<file path="config.mk">
export PLATFORM = sky130hd
export DESIGN_NAME = mul_accumulator
export DESIGN_NICKNAME = d
export VERILOG_FILES = /design/src/rtl/mul_accumulator.sv
export SDC_FILE = /design/constraint.sdc
export NUM_CORES = 1
export LEC_CHECK = 0
export ABC_AREA = 1
export CAP_MARGIN = 15
export CELL_PAD_IN_SITES_DETAIL_PLACEMENT = 1
export CELL_PAD_IN_SITES_GLOBAL_PLACEMENT = 1
export CORE_ASPECT_RATIO = 0.5
export CORE_UTILIZATION = 37
export DETAILED_ROUTE_END_ITERATION = 6
export HOLD_SLACK_MARGIN = 0.02
export PLACE_DENSITY = 0.77
export SLEW_MARGIN = 20
export SYNTH_ARGS = -nofsm -noshare
export SYNTH_HDL_FRONTEND = slang
export SYNTH_SLANG_ARGS = --single-unit
export TNS_END_PERCENT = 5
</file>
<file path="constraint.sdc">
create_clock -name clk -period 1.9 [get_ports clk]
set_input_delay 0.475 -clock clk [delete_from_list [all_inputs] [get_ports clk]]
set_output_delay 0.475 -clock clk [all_outputs]
set_load 0.02 [all_outputs]
</file>
<file path="src/rtl/mul_accumulator.sv">
// Sums NUM_TERMS unsigned products from a valid/ready stream and holds the result until it is taken.
// Optional MUL_ACC_SATURATE_EN: when defined, the accumulator clamps to all-ones on carry-out instead of wrapping.
module mul_accumulator #(
    parameter int PROD_W    = 8,
    parameter int NUM_TERMS = 4,
    parameter int ACC_W     = 10
) (
    input  logic              clk,
    input  logic              rst,
    input  logic              clr,
    input  logic [PROD_W-1:0] prod,
    input  logic              in_valid,
    output logic              in_ready,
    output logic [ACC_W-1:0]  sum,
    output logic              out_valid,
    input  logic              out_ready,
    output logic [3:0]        term_cnt,
    output logic              ovf
);

    typedef enum logic {
        ACC,
        DONE
    } state_t;

    state_t           state, state_nx;
    logic [ACC_W-1:0] acc, acc_nx;
    logic [ACC_W-1:0] sum_nx;
    logic [3:0]       cnt_nx;
    logic             ovf_nx;

    logic [ACC_W:0]   add_full;
    logic             carry;
    logic [ACC_W-1:0] acc_add;
    logic             last_term;
    logic             accept;

    assign in_ready  = (state == ACC) && !clr;
    assign out_valid = (state == DONE);
    assign accept    = in_valid && in_ready;
    assign last_term = (term_cnt == 4'(NUM_TERMS - 1));

    assign add_full = {1'b0, acc} + (ACC_W + 1)'(prod);
    assign carry    = add_full[ACC_W];

`ifdef MUL_ACC_SATURATE_EN
    // Once clamped, any further non-zero add carries again, so acc stays pinned at all-ones.
    assign acc_add = carry ? '1 : add_full[ACC_W-1:0];
`else
    assign acc_add = add_full[ACC_W-1:0];
`endif

    always_comb begin
        state_nx = state;
        acc_nx   = acc;
        sum_nx   = sum;
        cnt_nx   = term_cnt;
        ovf_nx   = ovf;
        if (clr) begin
            state_nx = ACC;
            acc_nx   = '0;
            cnt_nx   = '0;
            ovf_nx   = 1'b0;
        end else begin
            unique case (state)
                ACC: begin
                    if (accept) begin
                        ovf_nx = ovf | carry;
                        if (last_term) begin
                            state_nx = DONE;
                            sum_nx   = acc_add;
                            acc_nx   = '0;
                            cnt_nx   = '0;
                        end else begin
                            acc_nx = acc_add;
                            cnt_nx = term_cnt + 4'd1;
                        end
                    end
                end
                DONE: begin
                    if (out_ready) begin
                        state_nx = ACC;
                        ovf_nx   = 1'b0;
                    end
                end
                default: state_nx = ACC;
            endcase
        end
    end

    always_ff @(posedge clk or posedge rst) begin
        if (rst) begin
            state    <= ACC;
            acc      <= '0;
            sum      <= '0;
            term_cnt <= '0;
            ovf      <= 1'b0;
        end else begin
            state    <= state_nx;
            acc      <= acc_nx;
            sum      <= sum_nx;
            term_cnt <= cnt_nx;
            ovf      <= ovf_nx;
        end
    end

endmodule

</file>
== Word-level counts from Yosys, hierarchy flattened ==
Cells that the tools add are included.

* Bits in registers: 26
* Output and inout bits: 17

* Add/subtract/negate cells: 2
* Equality and inequality tests: 4
* Mux-type cells: 17
* Bitwise operators: 3
* Reduce and logical (&&, ||, !) cells: 7

{| class="wikitable"
|+ Operator list
! kind !! number
|-
| $mux W10 || 4
|-
| $mux W4 || 4
|-
| $add A10 B8 Y11 || 1
|-
| $mux W1 || 7
|-
| $ne A3 B3 Y1 const B || 2
|-
| $add A4 B1 Y4 const B || 1
|-
| $eq A4 B2 Y1 const B || 1
|-
| $pmux W1 S2 || 2
|-
| $reduce_and A2 Y1 || 2
|-
| $reduce_and A4 Y1 || 1
|-
| $logic_and A1 B1 Y1 || 2
|-
| $ne A2 B2 Y1 const B || 1
|-
| $not A1 Y1 || 2
|-
| $reduce_bool A2 Y1 || 1
|-
| $logic_not A1 Y1 || 1
|-
| $or A1 B1 Y1 || 1
|}

== Depth between registers and ports, before layout ==
Gate-level depths: netlist (run 1).

* Depth in word-level cells: 6
* Gate-level depth with buffers: 10

== Worst setup path after synthesis (run 1) ==
OpenSTA, ideal clock, no wires.

* Path kind: input -> register
* Start: input port prod[0]
* End: register acc[6]
* Library setup time: 0.118 ns
* Data arrival time: 1.523 ns
* Setup slack: 0.260 ns
* Stages on the path: 8
* Buffers on the path: 0
* Path through: ha_1 fa_1 nand2_1 o21ai_2 nand2_1 nand3b_1 nand3_1 nand2_1

* Cells in the longest elaborated chain, start to end: 5

{| class="wikitable"
|+ Ends and longest elaborated chain
! item !! line !! source
|-
| start, declared || 11 || <nowiki>input logic [PROD_W-1:0] prod,</nowiki>
|-
| $add A10 B8 Y11 || 43 || <nowiki>assign add_full = {1'b0, acc} + (ACC_W + 1)'(prod);</nowiki>
|-
| $mux W10 || 69 || <nowiki>if (last_term) begin</nowiki>
|-
| $mux W10 || 67 || <nowiki>if (accept) begin</nowiki>
|-
| $mux W10 || 65 || <nowiki>unique case (state)</nowiki>
|-
| $mux W10 || 59 || <nowiki>if (clr) begin</nowiki>
|-
| end signal, assigned || 100 || <nowiki>acc <= acc_nx;</nowiki>
|-
| end, declared || 27 || <nowiki>logic [ACC_W-1:0] acc, acc_nx;</nowiki>
|}

No other way between the ends. The select of a mux whose other input is x is not followed.
A chain may end at the register's enable or synchronous reset.

== Final worst setup path (run 1) ==
* Start: register term_cnt[0]
* End: output port term_cnt[0]

{| class="wikitable"
|+ RTL lines
! item !! line !! source
|-
| start, declared || 17 || <nowiki>output logic [3:0] term_cnt,</nowiki>
|-
| start signal, assigned || 102 || <nowiki>term_cnt <= cnt_nx;</nowiki>
|}

No word-level cell between the ends.

==> impl_summary.txt, run 1 <==
----------------------------------------------------
[Clock network]
  Buffer type at the clock tree root ... sky130_fd_sc_hd__clkbuf_8
  Clock tree sinks ... 26
  H-Tree Level Count ... 1
  Clock Pin Slew Worst Setup and Hold Paths ... 0.10 ns
  CTS tree ... yes
  Number of buffers between clock root and the deepest sink ... 2
  Count of hold-fix buffers inserted at cts ... 0
  Number of buffers added by the clock tree synthesis step ... 3
  Number of buffers inserted to repair setup after CTS ... 0
  Clock latency on the worst-skew pair ... 0.28 ns

[Power and ir drop]
  Largest vdd supply drop ... 0.427 mV
  Static Leakage ... 1.04 nW
  Power Total ... 0.00188 W
  Power density normalized to cell area ... 920 nW/um^2

[Global routing]
  Initial antenna violation count ... 0
  Number of global-route vias before repair ... 1,399
  Global router's overall resource usage ... 20.7%
  Remaining global-route overflow ... 0
  Wire length of the first global-routing pass ... 6700 um
  Pin count of the biggest net entering global routing ... 27

[STA]
  Final Hold Violating Endpoints ... 0
  Final critical-path share of the clock period ... 96.6%
  Setup Viol. Count Final ... 0
  Max Transition Viols Final ... 0
  Shortest period the worst path allows ... 1.83 ns
  Rel. slew slack ... 74.0%
  Worst setup slack after layout ... 0.0651 ns
  Clk_skew ... 0.00541 ns
  Final worst hold slack ... 0.489 ns
  Transition time at the pin with the least slew margin ... 0.389 ns
  Timing-limited maximum frequency ... 545 MHz

[Job]
  Max-capacitance violation count ... 0

[Floorplan]
  Number of standard-cell rows in the floorplan ... 15
  Starting density of the core ... 41.0%
  Core area ... 3620 um^2
  Top-level I/O count ... 30
  Overall die area ... 4280 um^2
  Die extent in x ... 91.6 um
  DIE HEIGHT ... 46.8 um

[Setup path]
  Launch point of the worst reg-to-reg path ... acc[0]
  Worst endpoint required time ... 1.42 ns
  CP Max Fanout ... 5
  Critical Path Start Type ... flop
  Category of the critical setup timing path ... reg -> out
  Slowest cell delay on critical path ... 0.64 ns
  Slack of the worst reg-to-reg path ... 0.31 ns
  Logic depth of the worst register-to-register path ... 8
  Nature of the critical path endpoint ... output pin
  CP Buf/Inv Count ... 1
  Critical R2R Capture ... sum[6]
  Kind of cell adding the most delay to the critical path ... buffers and inverters
  Cell with the largest stage delay on the worst path ... sky130_fd_sc_hd__clkdlybuf4s50_1
  CP arrival ... 1.36 ns
  Critical path cell sequence ... clkdlybuf4s50_1

[Route]
  Detailed-route wire length ... 4190 um
  Initial DRC Count ... 52
  Count of TritonRoute iterations in the first routing pass ... 5
  Vias per Instance ... 4.97
  Number of DRC violations after detailed routing ... 0
  Detailed-route wire length per cell ... 15.0 um
  Total number of vias ... 1,387
  Number of nets with antenna violations after routing ... 0

[Place]
  Placed Cells ... 275
  Post-Place Worst Slack ... -0.273 ns
  Final RePlAce weighted congestion ... 0.807
  Placed standard-cell area ... 1960 um^2
  Placed wire-length estimate ... 3000 um
  Count of port buffers added during placement ... 29

[Yosys]
  Net count after synthesis ... 202
  Most common flop cell mapped by yosys ... sky130_fd_sc_hd__dfrtp_1
  Fraction of registers with async set or reset after synthesis ... 100%
  Netlist area before placement ... 1480 um^2
  Syn avg cell area ... 8.29 um^2
  Count of mapped cells out of synthesis ... 179
  Warnings from Yosys ... 0
  Number of enable-type register cells in the synthesized netlist ... 0
  Total of flip-flops plus latches after synthesis ... 26
  Post-synthesis cell type count ... 30
  Sequential cell area fraction in the yosys report ... 43.8%

[Final layout]
  Most frequent cells in the layout ... 61 x sky130_fd_sc_hd__nand2_1, 27 x sky130_fd_sc_hd__clkdlybuf4s50_1, 26 x sky130_fd_sc_hd__dfrtp_1
  Leading cell type in the layout, fill and taps excluded ... sky130_fd_sc_hd__nand2_1
  Fillers ... 443
  ANT cells ... 0
  Multi-input gate area in the final layout ... 779 um^2
  Post-Layout Cell Count ... 279
  Share of post-route cells with drive strength above 1 ... 17.5%
  Footprint of the flip-flops and latches ... 651 um^2
  Cell area after layout ... 2040 um^2
  Synth-to-layout area growth ... 37.6%
  Post-layout net count ... 252

[Hold path]
  Worst Hold End ... sum[6]
  Number of cells on the worst hold path ... 2
  Startpoint of the worst hold path ... sum[6]
  Min-delay worst type ... reg -> reg

[Status]
  Run status ... completed

----------------------------------------------------
power by group:
part	internal [W]	switching [W]	total, W
sequential	0.000653	0.0000679	0.000721
combinational	0.000363	0.000409	0.000772
clock	0.000186	0.000198	0.000384
layer usage:
layer / wire length [um] / vias to the layer above / part of all wire (%) / track usage [%]
met3: 146 / 0 / 3.5 / 4.05
met4: 0 / 0 / 0 / 1.90
met2: 1950 / 27 / 46 / 36.1
li1: - / 683 / - / -
met5: 0 / - / 0 / 0
met1: 2100 / 677 / 50 / 28.6
flip-flops by register name, summed over array words and instances (netlist names):
name	count
sum	10
acc	10
term_cnt	4
ovf	1
out_valid	1
cell usage after synthesis (all sizes together), types with 2 or more instances:
library cell | n | area [um^2]
nand2 | 64 | 243
dfrtp | 26 | 651
inv | 18 | 70.1
nand3 | 17 | 90.1
o21ai | 11 | 66.3
nor2 | 10 | 63.8
ha | 9 | 113
a21oi | 5 | 25.0
nand3b | 3 | 22.5
xor2 | 3 | 26.3
buf | 2 | 16.3
o22ai | 2 | 12.5
xnor2 | 2 | 17.5
layout make-up:
| cell class | count | area share, % |
|---|---|---|
| inverters | 18 | 3.43 |
| clock buffers | 4 | 2.70 |
| well taps | 51 | 3.12 |
| repair buffers | 47 | 20.7 |
| flip-flops and latches | 26 | 31.9 |
| multi-input cells | 133 | 38.2 |
logic make-up after synthesis:
kind of cell / count (synthesis) / synth area share [%]
and+or+nand+nor: 95 / 28.7
DFF: 26 / 43.8
AOI/OAI and AO/OA: 23 / 9.78
buffers and inverters: 20 / 5.82
adders and majority gates: 10 / 8.94
xor gates and xnor gates: 5 / 2.95
through the flow:
stage	utilization, %	TNS [ns]
global placement	54.0	-3.09
finish	56.4	0
CTS	55.5	0
floorplan	-	0
global route	56.4	-0.0508
detailed placement	54.0	-3.59
what timing repair did:
action,CTS,global route
resized for setup,1,11
pin swaps,0,2
endpoints found under the setup margin,1,11
how the worst max path moves through the flow:
stage / end / cells past startpoint / from / slack, ns
floorplan: acc[6] / 8 / prod[0] / 0.26
global placement: in_ready / 3 / clr / -0.24
detailed placement: sum[6] / 9 / prod[0] / -0.27
CTS: acc[8] / 10 / prod[0] / 0.0006
global route: acc[8] / 10 / prod[0] / -0.02
finish: term_cnt[0] / 1 / term_cnt[0] / 0.07
(Power assumes the default switching activity.)
==> run 2, diff against run 1 <==
- TNS_END_PERCENT: 5 -> unset
==> run 2 against run 1 <==
  * Global-route usage did not move
  * Register-to-register slack barely moved
  * Power barely moved
  * Routed wire length did not move
  * Sequential share of layout area down 0.16 points
  * Critical endpoint unchanged
==> impl_summary.txt, run 2 (synthesized netlist as in run 1, its figures left out) <==
----------------------------------------------------
[Route]
  Initial DRC Count ... 56 (was 52)
  Vias per Instance ... 4.92 (was 4.97)
  Detailed-route wire length per cell ... 15.0 um (unchanged)
  Count of TritonRoute iterations in the first routing pass ... 4 (was 5)
  Number of nets with antenna violations after routing ... 0 (unchanged)
  Detailed-route wire length ... 4190 um (unchanged)
  Total number of vias ... 1,373 (was 1,387)
  Number of DRC violations after detailed routing ... 0 (unchanged)

[Power and ir drop]
  Largest vdd supply drop ... 0.441 mV (was 0.427 mV)
  Switching power share of the total ... 35.7% (was 36.0%)
  Sequential power share ... 38.5% (was 38.4%)
  Static Leakage ... 1.04 nW (about the same)
  Clock network power share ... 20.0% (was 20.5%)
  Power density normalized to cell area ... 914 nW/um^2 (was 920 nW/um^2)
  Cell-internal power ... 0.00121 W (was 0.00120 W)
  Combinational share of power ... 41.4% (was 41.1%)
  Switching component of the power ... 0.000670 W (was 0.000675 W)
  Power Total ... 0.00188 W (about the same)

[Floorplan]
  Number of standard-cell rows in the floorplan ... 15 (unchanged)
  Starting density of the core ... 41.0% (unchanged)
  Overall die area ... 4280 um^2 (unchanged)
  Die extent in x ... 91.6 um (unchanged)
  Top-level I/O count ... 30 (unchanged)
  Core area ... 3620 um^2 (unchanged)
  DIE HEIGHT ... 46.8 um (unchanged)

[Setup path]
  CP Max Fanout ... 5 (unchanged)
  Slowest cell delay on critical path ... 0.64 ns (about the same)
  Nature of the critical path endpoint ... output pin (unchanged)
  CP Buf/Inv Count ... 1 (unchanged)
  Worst endpoint required time ... 1.42 ns (about the same)
  Cell with the largest stage delay on the worst path ... sky130_fd_sc_hd__clkdlybuf4s50_1 (unchanged)
  Critical Path Start Type ... flop (unchanged)
  Category of the critical setup timing path ... reg -> out (unchanged)
  Kind of cell adding the most delay to the critical path ... buffers and inverters (unchanged)
  Critical path cell sequence ... clkdlybuf4s50_1 (unchanged)
  CP arrival ... 1.35 ns (was 1.36 ns)

[STA]
  Clk_skew ... 0.00155 ns (was 0.00541 ns)
  Rel. slew slack ... 73.2% (was 74.0%)
  Final Hold Violating Endpoints ... 0 (unchanged)
  Transition time at the pin with the least slew margin ... 0.402 ns (was 0.389 ns)
  Final critical-path share of the clock period ... 96.1% (was 96.6%)
  Final worst hold slack ... 0.489 ns (about the same)
  Shortest period the worst path allows ... 1.83 ns (about the same)
  Setup Viol. Count Final ... 0 (unchanged)
  Final setup TNS ... 0 ns (unchanged)
  Max Transition Viols Final ... 0 (unchanged)
  Timing-limited maximum frequency ... 547 MHz (was 545 MHz)

[Final layout]
  Fillers ... 438 (was 443)
  ANT cells ... 0 (unchanged)
  Post-layout net count ... 252 (unchanged)
  Share of post-route cells with drive strength above 1 ... 17.5% (unchanged)
  Cell area after layout ... 2050 um^2 (was 2040 um^2)
  Fin util ... 56.6% (was 56.4%)
  Most frequent cells in the layout ... 61 x sky130_fd_sc_hd__nand2_1, 27 x sky130_fd_sc_hd__clkdlybuf4s50_1, 26 x sky130_fd_sc_hd__dfrtp_1 (unchanged)
  Leading cell type in the layout, fill and taps excluded ... sky130_fd_sc_hd__nand2_1 (unchanged)
  Leading registers by flop count ... acc (10), sum (10), term_cnt (4) (unchanged)
  Synth-to-layout area growth ... 38.3% (was 37.6%)

[Global routing]
  Initial antenna violation count ... 0 (unchanged)
  Wire length of the first global-routing pass ... 6700 um (unchanged)
  Met1 Use GR ... 28.6% (unchanged)
  Pin count of the biggest net entering global routing ... 27 (unchanged)
  Remaining global-route overflow ... 0 (unchanged)
  Met3 track demand over resource in global routing ... 4.05% (unchanged)
  Number of global-route vias before repair ... 1,399 (unchanged)
  GRT met2 Usage ... 36.1% (unchanged)
  Peak-usage layer in the global routing report ... met2 (unchanged)
  Global router's overall resource usage ... 20.7% (unchanged)

[Place]
  Count of port buffers added during placement ... 29 (unchanged)
  Placed standard-cell area ... 1960 um^2 (unchanged)
  Placed wire-length estimate ... 3000 um (unchanged)
  Final RePlAce weighted congestion ... 0.807 (unchanged)

[Clock network]
  H-Tree Level Count ... 1 (unchanged)
  CTS tree ... yes (unchanged)
  Clock Pin Slew Worst Setup and Hold Paths ... 0.10 ns (about the same)
  Number of buffers added by the clock tree synthesis step ... 3 (unchanged)
  Clock latency on the worst-skew pair ... 0.27 ns (was 0.28 ns)
  Count of hold-fix buffers inserted at cts ... 0 (unchanged)
  Clock tree sinks ... 26 (unchanged)
  Buffer type at the clock tree root ... sky130_fd_sc_hd__clkbuf_8 (unchanged)
  Number of buffers between clock root and the deepest sink ... 2 (unchanged)

[Hold path]
  Min-delay worst type ... reg -> reg (unchanged)

[Job]
  Max-capacitance violation count ... 0 (unchanged)

[Status]
  Run status ... completed (unchanged)

----------------------------------------------------
==> run 2: changes by cell type in the layout (fill, tap and decap cells not counted) <==
| cell | previous run | this run |
|---|---|---|
| sky130_fd_sc_hd__ha_2 | 2 | 1 |
| sky130_fd_sc_hd__ha_4 | 1 | 2 |
==> run 2: repair_timing <==
item                       4_1_cts  5_1_grt
setup buffers                    0        0
resized for setup                1       11
pin swaps                        0        3
setup endpoints to repair        1       11
==> run 2: layout make-up <==
cell class                 instances  area [um^2]  share of cell area, %
multi-input combinational        133          790                   38.5
sequential                        26          651                   31.7
timing repair buffer              47          423                   20.6
inverter                          18         70.1                   3.41
tap                               51         63.8                   3.11
clock buffer                       4         55.1                   2.68
==> run 2: worst paths after layout <==
path                       depth (start not counted)        start  slack (ns)           to
max                                                1  term_cnt[0]        0.07  term_cnt[0]
min                                                2       sum[6]        0.49       sum[6]
min reg2reg                                        2       sum[6]        0.49       sum[6]
min in group asynchronous                          3          rst        0.56  term_cnt[1]
max reg2reg                                        8       acc[0]        0.32       sum[6]
max in group asynchronous                          3          rst        1.08       acc[8]
==> run 2: through the flow <==
step | cells | worst slack (ns)
after floorplan | 179 | 0.260
after global placement | 275 | -0.245
after detailed placement | 275 | -0.273
after CTS | 279 | 0.000556
after global routing | 279 | -0.0220
final | 279 | 0.0734
==> run 2: per-layer routing <==
layer  routed length (um)  vias up
li1                     -      680
met1                 2100      668
met2                 1980       25
met3                  116        0
met4                    0        0
met5                    0        -
==> run 2: power by group through the flow <==
stage / logic, W / registers, W / clock network [W]
6_report: 0.000777 / 0.000723 / 0.000376
5_1_grt: 0.000861 / 0.000737 / 0.000403
4_1_cts: 0.000752 / 0.000718 / 0.000386
3_5_place_dp: 0.000740 / 0.000728 / 0
3_3_place_gp: 0.000719 / 0.000723 / 0
2_1_floorplan: 0.000326 / 0.000803 / 0
==> run 3, diff against run 2 <==
- TNS_END_PERCENT: unset -> 5
==> results of run 3 <==
Final layout, timing and power as in run 1 (identical DEF).
